--- config.mk ---
export PLATFORM = sky130hd
export DESIGN_NAME = wb_addr_router
export DESIGN_NICKNAME = d
export VERILOG_FILES = /design/src/rtl/wb_addr_router_pkg.sv /design/src/rtl/wb_addr_decoder.sv /design/src/rtl/wb_addr_router.sv
export SDC_FILE = /design/constraint.sdc
export NUM_CORES = 1
export LEC_CHECK = 0
export BUFFER_PORTS_ARGS = -buffer_cell sky130_fd_sc_hd__buf_2
export CORE_AREA = 2 2 247 249
export DETAILED_ROUTE_END_ITERATION = 8
export DIE_AREA = 0 0 249 251
export PLACE_DENSITY = 0.39
export SLEW_MARGIN = 10
export SYNTH_ARGS = -nofsm -noshare
export SYNTH_HDL_FRONTEND = slang
export SYNTH_SLANG_ARGS = --single-unit
--- constraint.sdc ---
create_clock -name clk_i -period 3.6 [get_ports clk_i]
set_input_delay 0.72 -clock clk_i [delete_from_list [all_inputs] [get_ports clk_i]]
set_output_delay 0.72 -clock clk_i [all_outputs]
set_load 0.02 [all_outputs]
--- src/rtl/wb_addr_router_pkg.sv ---
// Shared platform map for the Wishbone address router: slave indices, address windows,
// router limits and the router state type.
package wb_addr_router_pkg;

  localparam int NUM_SLAVES = 5;

  localparam int DMEM_SLAVE_INDEX   = 0;
  localparam int MTIMER_SLAVE_INDEX = 1;
  localparam int LED_SLAVE_INDEX    = 2;
  localparam int WBUART_SLAVE_INDEX = 3;
  localparam int HDMI_SLAVE_INDEX   = 4;

  localparam int SLAVE_INDICES [NUM_SLAVES] = '{
    DMEM_SLAVE_INDEX, MTIMER_SLAVE_INDEX, LED_SLAVE_INDEX, WBUART_SLAVE_INDEX, HDMI_SLAVE_INDEX
  };

  localparam int ROUTER_MAX_OUTSTANDING = 4;
  localparam int ROUTER_TIMEOUT_CYCLES  = 255;

  typedef enum logic [1:0] {
    ST_IDLE,
    ST_ACTIVE,
    ST_DECERR
  } router_state_e;

  function automatic int idx_width(input int n);
    return (n > 1) ? $clog2(n) : 1;
  endfunction

  function automatic logic [NUM_SLAVES-1:0][31:0] platform_start();
    logic [NUM_SLAVES-1:0][31:0] r;
    r = '0;
    r[DMEM_SLAVE_INDEX]   = 32'h9000_0000;
    r[MTIMER_SLAVE_INDEX] = 32'hA000_0000;
    r[LED_SLAVE_INDEX]    = 32'hA000_0010;
    r[WBUART_SLAVE_INDEX] = 32'hA000_0020;
    r[HDMI_SLAVE_INDEX]   = 32'hB000_0000;
    return r;
  endfunction

  function automatic logic [NUM_SLAVES-1:0][31:0] platform_mask();
    logic [NUM_SLAVES-1:0][31:0] r;
    r = '0;
    r[DMEM_SLAVE_INDEX]   = 32'hF000_0000;
    r[MTIMER_SLAVE_INDEX] = 32'hFFFF_FFF0;
    r[LED_SLAVE_INDEX]    = 32'hFFFF_FFF0;
    r[WBUART_SLAVE_INDEX] = 32'hFFFF_FFF0;
    r[HDMI_SLAVE_INDEX]   = 32'hF000_0000;
    return r;
  endfunction

  localparam logic [NUM_SLAVES-1:0][31:0] START_ADDRESS = platform_start();
  localparam logic [NUM_SLAVES-1:0][31:0] MASK          = platform_mask();

  // A slave index must be in range and used by exactly one slave.
  function automatic bit indices_unique();
    for (int i = 0; i < NUM_SLAVES; i++) begin
      if (SLAVE_INDICES[i] < 0 || SLAVE_INDICES[i] >= NUM_SLAVES) return 1'b0;
      for (int j = i + 1; j < NUM_SLAVES; j++)
        if (SLAVE_INDICES[i] == SLAVE_INDICES[j]) return 1'b0;
    end
    return 1'b1;
  endfunction

endpackage

--- src/rtl/wb_addr_decoder.sv ---
// Combinational address decoder: reports whether any slave window matches and which
// slave wins, the lowest index taking priority.
module wb_addr_decoder #(
  parameter int NUM_SLAVES = wb_addr_router_pkg::NUM_SLAVES,
  parameter logic [NUM_SLAVES-1:0][31:0] START_ADDRESS = wb_addr_router_pkg::START_ADDRESS,
  parameter logic [NUM_SLAVES-1:0][31:0] MASK = wb_addr_router_pkg::MASK
) (
  input  logic [31:0] adr,
  output logic        hit,
  output logic [wb_addr_router_pkg::idx_width(NUM_SLAVES)-1:0] idx
);
  import wb_addr_router_pkg::*;

  localparam int IDX_W = idx_width(NUM_SLAVES);

  // Scan from the top down so the lowest matching index is the one left standing.
  always_comb begin
    hit = 1'b0;
    idx = '0;
    for (int k = NUM_SLAVES - 1; k >= 0; k--) begin
      if ((adr & MASK[k]) == START_ADDRESS[k]) begin
        hit = 1'b1;
        idx = IDX_W'(k);
      end
    end
  end

endmodule

--- src/rtl/wb_addr_router.sv ---
// Pipelined Wishbone 1-to-N router: locks onto one slave while requests are outstanding,
// answers decode misses with a one-cycle error and aborts silent slaves after a timeout.
module wb_addr_router #(
  parameter int NUM_SLAVES = wb_addr_router_pkg::NUM_SLAVES,
  parameter logic [NUM_SLAVES-1:0][31:0] START_ADDRESS = wb_addr_router_pkg::START_ADDRESS,
  parameter logic [NUM_SLAVES-1:0][31:0] MASK = wb_addr_router_pkg::MASK,
  parameter int MAX_OUTSTANDING = wb_addr_router_pkg::ROUTER_MAX_OUTSTANDING,
  parameter int TIMEOUT_CYCLES  = wb_addr_router_pkg::ROUTER_TIMEOUT_CYCLES
) (
  input  logic                        clk_i,
  input  logic                        rst_i,
  input  logic                        wbm_cyc_i,
  input  logic                        wbm_stb_i,
  input  logic                        wbm_we_i,
  input  logic [31:0]                 wbm_adr_i,
  input  logic [31:0]                 wbm_dat_i,
  input  logic [3:0]                  wbm_sel_i,
  output logic                        wbm_stall_o,
  output logic                        wbm_ack_o,
  output logic                        wbm_err_o,
  output logic [31:0]                 wbm_dat_o,
  output logic [NUM_SLAVES-1:0]       wbs_cyc_o,
  output logic [NUM_SLAVES-1:0]       wbs_stb_o,
  output logic [NUM_SLAVES-1:0]       wbs_we_o,
  output logic [NUM_SLAVES-1:0][31:0] wbs_adr_o,
  output logic [NUM_SLAVES-1:0][31:0] wbs_dat_o,
  output logic [NUM_SLAVES-1:0][3:0]  wbs_sel_o,
  input  logic [NUM_SLAVES-1:0]       wbs_stall_i,
  input  logic [NUM_SLAVES-1:0]       wbs_ack_i,
  input  logic [NUM_SLAVES-1:0]       wbs_err_i,
  input  logic [NUM_SLAVES-1:0][31:0] wbs_dat_i
);
  import wb_addr_router_pkg::*;

  localparam int IDX_W = idx_width(NUM_SLAVES);
  localparam int CNT_W = $clog2(MAX_OUTSTANDING + 1);
  localparam int TMO_W = $clog2(TIMEOUT_CYCLES + 1);

  function automatic bit map_overlaps();
    for (int i = 0; i < NUM_SLAVES; i++)
      for (int j = i + 1; j < NUM_SLAVES; j++)
        if (((START_ADDRESS[i] ^ START_ADDRESS[j]) & MASK[i] & MASK[j]) == 32'h0) return 1'b1;
    return 1'b0;
  endfunction

  if (!indices_unique()) begin : g_bad_indices
    $error("wb_addr_router: duplicate or out-of-range slave indices in platform map");
  end
  if (map_overlaps()) begin : g_bad_map
    $error("wb_addr_router: overlapping slave address regions");
  end

  router_state_e    state_q, state_d;
  logic [IDX_W-1:0] lk_q, lk_d;
  logic [CNT_W-1:0] cnt_q, cnt_d;
  logic [TMO_W-1:0] tmo_q, tmo_d;

  logic             dec_hit;
  logic [IDX_W-1:0] dec_idx;
  logic             route_en, route_stb;
  logic [IDX_W-1:0] route_idx;
  logic             accept, resp, timeout;

  wb_addr_decoder #(
    .NUM_SLAVES(NUM_SLAVES),
    .START_ADDRESS(START_ADDRESS),
    .MASK(MASK)
  ) u_decoder (
    .adr(wbm_adr_i),
    .hit(dec_hit),
    .idx(dec_idx)
  );

  always_ff @(posedge clk_i or posedge rst_i) begin
    if (rst_i) begin
      state_q <= ST_IDLE;
      lk_q    <= '0;
      cnt_q   <= '0;
      tmo_q   <= '0;
    end else begin
      state_q <= state_d;
      lk_q    <= lk_d;
      cnt_q   <= cnt_d;
      tmo_q   <= tmo_d;
    end
  end

  // The timeout fires on the cycle the wait count would reach TIMEOUT_CYCLES; that cycle
  // also cuts the slave's cycle so it cannot answer into the next transfer.
  always_comb begin
    state_d     = state_q;
    lk_d        = lk_q;
    cnt_d       = cnt_q;
    tmo_d       = tmo_q;
    route_en    = 1'b0;
    route_stb   = 1'b0;
    route_idx   = lk_q;
    wbm_stall_o = 1'b0;
    wbm_ack_o   = 1'b0;
    wbm_err_o   = 1'b0;
    wbm_dat_o   = '0;
    timeout     = 1'b0;
    resp        = 1'b0;

    case (state_q)
      ST_IDLE: begin
        if (dec_hit) begin
          route_en    = 1'b1;
          route_idx   = dec_idx;
          route_stb   = wbm_stb_i;
          wbm_stall_o = wbs_stall_i[dec_idx];
        end
      end
      ST_ACTIVE: begin
        timeout = (tmo_q == TMO_W'(TIMEOUT_CYCLES - 1));
        if (timeout) begin
          wbm_err_o   = 1'b1;
          wbm_stall_o = 1'b1;
        end else begin
          route_en  = 1'b1;
          resp      = wbm_cyc_i & (wbs_ack_i[lk_q] | wbs_err_i[lk_q]);
          wbm_ack_o = wbm_cyc_i & wbs_ack_i[lk_q];
          wbm_err_o = wbm_cyc_i & wbs_err_i[lk_q];
          if (dec_hit && dec_idx == lk_q && cnt_q < CNT_W'(MAX_OUTSTANDING)) begin
            route_stb   = wbm_stb_i;
            wbm_stall_o = wbs_stall_i[lk_q];
          end else begin
            wbm_stall_o = 1'b1;
          end
        end
      end
      ST_DECERR: begin
        wbm_err_o   = 1'b1;
        wbm_stall_o = 1'b1;
      end
      default: ;
    endcase

    accept = wbm_cyc_i & wbm_stb_i & ~wbm_stall_o;
    if (wbm_ack_o) wbm_dat_o = wbs_dat_i[lk_q];

    case (state_q)
      ST_IDLE: begin
        if (accept) begin
          if (dec_hit) begin
            state_d = ST_ACTIVE;
            lk_d    = dec_idx;
            cnt_d   = CNT_W'(1);
            tmo_d   = '0;
          end else begin
            state_d = ST_DECERR;
          end
        end
      end
      ST_ACTIVE: begin
        if (!wbm_cyc_i || timeout) begin
          state_d = ST_IDLE;
          cnt_d   = '0;
          tmo_d   = '0;
        end else begin
          cnt_d = cnt_q + CNT_W'(accept) - CNT_W'(resp);
          tmo_d = (accept || resp) ? '0 : tmo_q + TMO_W'(1);
          if (cnt_d == '0) state_d = ST_IDLE;
        end
      end
      ST_DECERR: state_d = ST_IDLE;
      default:   state_d = ST_IDLE;
    endcase
  end

  always_comb begin
    for (int k = 0; k < NUM_SLAVES; k++) begin
      wbs_adr_o[k] = wbm_adr_i;
      wbs_dat_o[k] = wbm_dat_i;
      wbs_sel_o[k] = wbm_sel_i;
      wbs_cyc_o[k] = wbm_cyc_i & route_en & (route_idx == IDX_W'(k));
      wbs_stb_o[k] = wbs_cyc_o[k] & route_stb;
      wbs_we_o[k]  = wbs_cyc_o[k] & wbm_we_i;
    end
  end

endmodule

# After elaboration in Yosys (flattened, before gate mapping)
# Cells that the tools add are included.
[totals] out_inout_bits=390 regBits=16 memories=0 ramBits=0 romBits=0 wordCells=116 latchBits=0
[classes] mul=0 mux=55 n_reduce_logical=12 order_cmp=3 n_bitwise=23 n_shift=0 eq_ne=16 div=0 add_sub_neg=3
[ops] op="$bmux 32 s3" count=1
[ops] op="$eq 28x28->1 const B" count=3
[ops] op="$mux 32" count=2
[ops] op="$mux 8" count=4
[ops] op="$mux 3" count=10
[ops] op="$mux 1" count=23
[ops] op="$and 1x1->1" count=21
[ops] op="$pmux 8 s2" count=1
[ops] op="$bmux 1 s3" count=4
[ops] op="$add 8x1->8 const B" count=1
[ops] op="$eq 4x4->1 const B" count=2
[ops] op="$eq 8x8->1 const B" count=1
[ops] op="$lt 3x4->1 const B" count=2
[ops] op="$mux 2" count=4
[ops] op="$eq 3x2->1 const B" count=2
[ops] op="$logic_not 3->1" count=2
[ops] op="$pmux 1 s2" count=3
[ops] op="$pmux 3 s2" count=1
[ops] op="$ne 2x2->1 const B" count=2
[ops] op="$pmux 2 s2" count=1
[ops] op="$reduce_and 2->1" count=2
[ops] op="$add 3x1->3" count=1
[ops] op="$eq 3x1->1 const B" count=1
[ops] op="$eq 3x3->1" count=1
[ops] op="15 further kinds" count=17

# Depth between registers and ports, before layout
[depth] ltp_word=20 ltp_mapped=17

# By module
# A second synthesis with hierarchy kept.
[unflattened] cells_unflattened=660 area_unflattened_um2=5371.4
[by_module_without_submodules] module="wb_addr_router" cells_per_inst=644 instances=1 area_each_um2=5251.3
[by_module_without_submodules] module="wb_addr_decoder" cells_per_inst=16 instances=1 area_each_um2=120.1

# Worst setup path before layout
# Ideal clock, no wire load.
[synth_timing] path_kind="input to register" startpoint="in wbm_adr_i[21]" endpoint="reg state_q[1]" arrival_ns=4.037 path_buffers=0 setup_ns=0.122 path_slack_ns=-0.559 stages=15 cell_sequence="or4b_1 nor3_4 nand3_1 a221oi_2 a2111o_1 nand4_1 ha_1 ha_1 inv_1 fa_1 xor2_1 xnor2_1 a31oi_1 nor2_1 a32o_1"
[synth_via] elab_chain_cells=18 word_cells_on_any_way=31 classes_between="add/sub: 2; eq/ne: 6; mux: 17; bitwise: 2; reduce/logical: 4"
[synth_lines] item="from (decl)" line="wb_addr_router.sv:15" rtl="input logic [31:0] wbm_adr_i,"
[synth_lines] item="$eq 28x28->1" line="wb_addr_decoder.sv:21" rtl="if ((adr & MASK[k]) == START_ADDRESS[k]) begin"
[synth_lines] item="$mux 3 (4 in a row)" line="wb_addr_decoder.sv:21"
[synth_lines] item="$eq 3x3->1" line="wb_addr_router.sv:124" rtl="if (dec_hit && dec_idx == lk_q && cnt_q < CNT_W'(MAX_OUTSTANDING)) begin"
[synth_lines] item="$logic_and 1x1->1 (2 in a row)" line="wb_addr_router.sv:124"
[synth_lines] item="$mux 1" line="wb_addr_router.sv:124"
[synth_lines] item="$mux 1" line="wb_addr_router.sv:116" rtl="if (timeout) begin"
[synth_lines] item="$pmux 1 s3" line="wb_addr_router.sv:105" rtl="case (state_q)"
[synth_lines] item="$not 1->1" line="wb_addr_router.sv:139" rtl="accept = wbm_cyc_i & wbm_stb_i & ~wbm_stall_o;"
[synth_lines] item="$and 1x1->1" line="wb_addr_router.sv:139"
[synth_lines] item="$add 3x1->3" line="wb_addr_router.sv:161" rtl="cnt_d = cnt_q + CNT_W'(accept) - CNT_W'(resp);"
[synth_lines] item="$sub 3x1->3" line="wb_addr_router.sv:161"
[synth_lines] item="$logic_not 3->1" line="wb_addr_router.sv:163" rtl="if (cnt_d == '0) state_d = ST_IDLE;"
[synth_lines] item="$ne 3x3->1 (no line)"
[synth_lines] item="$reduce_and 2->1 (no line)"
[synth_lines] item="to (signal assigned)" line="wb_addr_router.sv:81" rtl="state_q <= state_d;"
[synth_lines] item="to (decl)" line="wb_addr_router.sv:53" rtl="router_state_e state_q, state_d;"
# Several ways; a longest one is shown, not always the timed one. The select of a mux whose other input is x is not followed.
# A chain may end at the register's enable or synchronous reset.

# Worst setup path after layout
# Ends and elaborated chain as after synthesis.

==> flow_summary.ini <==
[timing]
post-route-period-util = 1.09
slew_violations = 0
hold_slack_ps = 476
final_setup_fails = 13
postLayoutSetupSlackWorst_ps = -323
fin_worst_skew_ps = 2.64
fmaxAchievable_mhz = 255
finalCriticalPeriod_ps = 3920
timing_hold_violations_final = 0
unrepaired_setup_endpoints_after_global_routing = yes
worst-slew-pin-transition_ps = 715
maxSlewHeadroom = 0.523

[clock_network]
h_tree_level_count = 1
clk_root_buffer_cell = sky130_fd_sc_hd__clkbuf_16
postCtsHoldBufs = 0
cts.reportedPaths.clkPinSlew_ps = 50
cts_tree = yes
clock_latency_late_sink_ps = 250
cts_bufs_inserted = 3
clockBufferDepth = 2
cts.sink_count = 16

[power]
clock_power_share = 0.168
power.share.sequential = 0.146
total_power_mw = 1.47
swShare = 0.467
power_frac_comb = 0.686
power.switching_mw = 0.688
p_leak_nw = 3.28
p_int_mw = 0.784
pwr_density_cell_nw_per_um2 = 213
peakVddDrop_v = 0.000151

[logic_synthesis]
synth_area_leaders = sky130_fd_sc_hd__buf_4 (47%), sky130_fd_sc_hd__mux4_2 (14%), sky130_fd_sc_hd__dfrtp_1 (7.3%)
synth-seq-area-share = 0.0731
syn-num-nets = 956
unique_cell_type_count_in_the_yosys_netlist = 56
synthTopCellsByCount = sky130_fd_sc_hd__buf_4 (340), sky130_fd_sc_hd__nand2_1 (49), sky130_fd_sc_hd__nand3_1 (41), sky130_fd_sc_hd__a21oi_1 (39), sky130_fd_sc_hd__mux4_2 (35)
ys.flop_type = sky130_fd_sc_hd__dfrtp_1
postSynthCellCount = 698
synth.largest_area_cell = sky130_fd_sc_hd__buf_4
synth-edff-count = 0
synth.avg_cell_area_um2 = 7.85
ys_async_sr_fraction = 1.00
synthMostInstantiatedCell = sky130_fd_sc_hd__buf_4
yosys_warnings = 0
ys_ff_latch = 16
synth_top_cell_area_share = 0.466
netlist_area_um2 = 5480

[floorplanning]
floorplan.die_area_um2 = 62500
placeableCoreArea_um2 = 59800
fp.dieH_um = 251
pin_count = 638
die_w_um = 249
start_util = 0.0917
num_rows = 90

[final_layout]
area_delta_synth_final_pct = 26.0
drive_gt1_frac = 0.696
n_antenna_cell = 0
num-nets-final = 1094
num-fill-cells = 6941
ff_latch_area_um2 = 404
multi_input_area_um2 = 2520

[placed_design]
numPortBuffers = 397
place.detailed.hpwl_um = 21200
gp_congestion = 0.792

[route]
detailed_route_via_count = 5142
detail_route.iter0.violations = 228
wl_um = 24100
wl_per_cell_um = 14.9
drtAntennaViolNets = 0
firstDrtPassIters = 4
vias_per_cell = 3.18
number_of_design_rule_violations_left_after_detail_routing = 0

[critical_path]
worstSetupStartpointType = input port
path_max_fanout = 3
ff2ff_path_depth = 16
critPathRequiredTime_ps = 3740
cpMaxStageDelayCell = sky130_fd_sc_hd__or4b_4
crit_type = in2reg
critical_path.startpoint = wbm_adr_i[21]
timing.critical_path.arrival_ps = 4060
critical_path.cell_chain = buf_6 > or4b_4 > nor3_4 > nand3_1 > a221oi_2 > a2111o_1 > nand4_1 > ha_1 > ha_2 > inv_2 > fa_2 > xor2_2 > xnor2_1 > a31oi_1 > nor2_1 > a32o_1
r2r_setup_slack_ps = -30
crit-reg2reg-launch = lk_q[0]
cp_slowest_stage_delay_ps = 560
endpoint_kind = register
worst_r2r_endpoint = state_q[1]

[hold_path]
worst_hold_stages = 1
hp-start = tmo_q[7]
hp-class = reg2reg
hold_path_end = tmo_q[7]

[global_routing]
grt_max_degree = 33
grt.overflow.total = 0
number_of_antenna_violations_at_the_first_check_in_global_routing = 4
grt_first_pass_wirelength_um = 33200
grt_pass1_vias = 5084
track_usage = 0.0714

[run_status]
violations_in_the_final_reports = setup timing
run_status = complete, but fails checks

[flow_run]
timing.max_cap.violations = 0
-- worst max path at each step --
stage / endpoint / cells after the start
6_report: state_q[1] / 16
5_1_grt: state_q[1] / 16
4_1_cts: state_q[1] / 16
3_5_place_dp: state_q[1] / 17
3_3_place_gp: state_q[1] / 17
2_1_floorplan: state_q[1] / 15
-- what timing repair did --
action,CTS,global route
pin swaps,11,7
resized for setup,8,40
cloned,0,0
endpoints found under the setup margin,20,20
buffers inserted,3,7
-- registers in the layout, indices dropped and copies added, names as in the netlist --
register and flops:
lk_q 3, tmo_q 8, cnt_q 3, state_q 2
-- through the flow --
stage               utilization  instances  setup TNS (ps)  setup slack (ps)  instance area (um^2)
detailed placement        0.109       1603           -3830              -773                  6540
global placement          0.109       1603           -3390              -682                  6540
finish                    0.116       1617           -1820              -323                  6910
floorplan                     -        698           -1030              -463                  5490
CTS                       0.112       1610           -2260              -297                  6690
global route              0.116       1617           -4140              -489                  6910
-- power by group through the flow --
stage / Clock [mW] / Combinational (mW) / Sequential (mW)
after floorplan: 0 / 0.913 / 0.211
after global placement: 0 / 0.984 / 0.217
after detailed placement: 0 / 0.985 / 0.217
after CTS: 0.253 / 0.996 / 0.214
after global routing: 0.263 / 1.10 / 0.218
final: 0.248 / 1.01 / 0.215
-- cell families after synthesis --
| group | count (synthesis) | share of synthesized area |
|---|---|---|
| buffers and inverters | 382 | 0.497 |
| and+or+nand+nor | 162 | 0.149 |
| AOI/OAI and AO/OA | 89 | 0.106 |
| muxes | 36 | 0.146 |
| DFF | 16 | 0.0731 |
| adders and majority gates | 10 | 0.0242 |
| xor gates and xnor gates | 3 | 0.00480 |
-- cell usage in the layout, fill, tap and decap left out, types with 3 or more instances in the layout --
| master | netlist | routed |
|---|---|---|
| sky130_fd_sc_hd__buf_2 | 3 | 386 |
| sky130_fd_sc_hd__dfrtp_2 | 0 | 3 |
| sky130_fd_sc_hd__o21ai_1 | 17 | 17 |
| sky130_fd_sc_hd__nor2_1 | 20 | 17 |
| sky130_fd_sc_hd__clkbuf_16 | 0 | 3 |
| sky130_fd_sc_hd__nand4_1 | 7 | 7 |
| sky130_fd_sc_hd__nand3_1 | 41 | 40 |
| sky130_fd_sc_hd__ha_1 | 9 | 8 |
| sky130_fd_sc_hd__nor3_2 | 0 | 5 |
| sky130_fd_sc_hd__nor3_4 | 1 | 3 |
| sky130_fd_sc_hd__o21a_1 | 3 | 3 |
| sky130_fd_sc_hd__a21oi_1 | 39 | 39 |
| sky130_fd_sc_hd__nor3_1 | 12 | 5 |
| sky130_fd_sc_hd__dfrtp_1 | 16 | 13 |
| sky130_fd_sc_hd__buf_6 | 1 | 8 |
| sky130_fd_sc_hd__a21o_1 | 4 | 4 |
| sky130_fd_sc_hd__nand2_1 | 49 | 49 |
| sky130_fd_sc_hd__buf_4 | 340 | 102 |
| sky130_fd_sc_hd__buf_12 | 0 | 3 |
| sky130_fd_sc_hd__nor4_2 | 0 | 6 |
| sky130_fd_sc_hd__mux4_2 | 35 | 35 |
| sky130_fd_sc_hd__and3_1 | 3 | 3 |
| sky130_fd_sc_hd__inv_1 | 14 | 13 |
| sky130_fd_sc_hd__o31ai_1 | 4 | 3 |
| sky130_fd_sc_hd__nand2b_1 | 6 | 6 |
-- metal layers --
metal / part of all wire / routed length (um) / track usage
met1: 0.39 / 9460 / 0.0802
met2: 0.47 / 11200 / 0.121
met3: 0.090 / 2160 / 0.0240
met4: 0.049 / 1190 / 0.0355
met5: 0.0017 / 41 / 0
-- critical path: cells and delay by family --
kind / cells / cell delay [ps]
AO/OA/AOI/OAI: 4 / 930
XOR/XNOR: 2 / 290
adder cells (fa/ha/maj): 3 / 820
buffers and inverters: 2 / 130
AND/OR/NAND/NOR: 5 / 1150
-- final cells by class --
type	count	share of cell area
multi-input cells	300	0.364
inverters	15	0.00815
repair buffers	500	0.414
well taps	782	0.142
clock buffers	4	0.0129
flip-flops and latches	16	0.0585
Power figures use the tool's default switching activity.
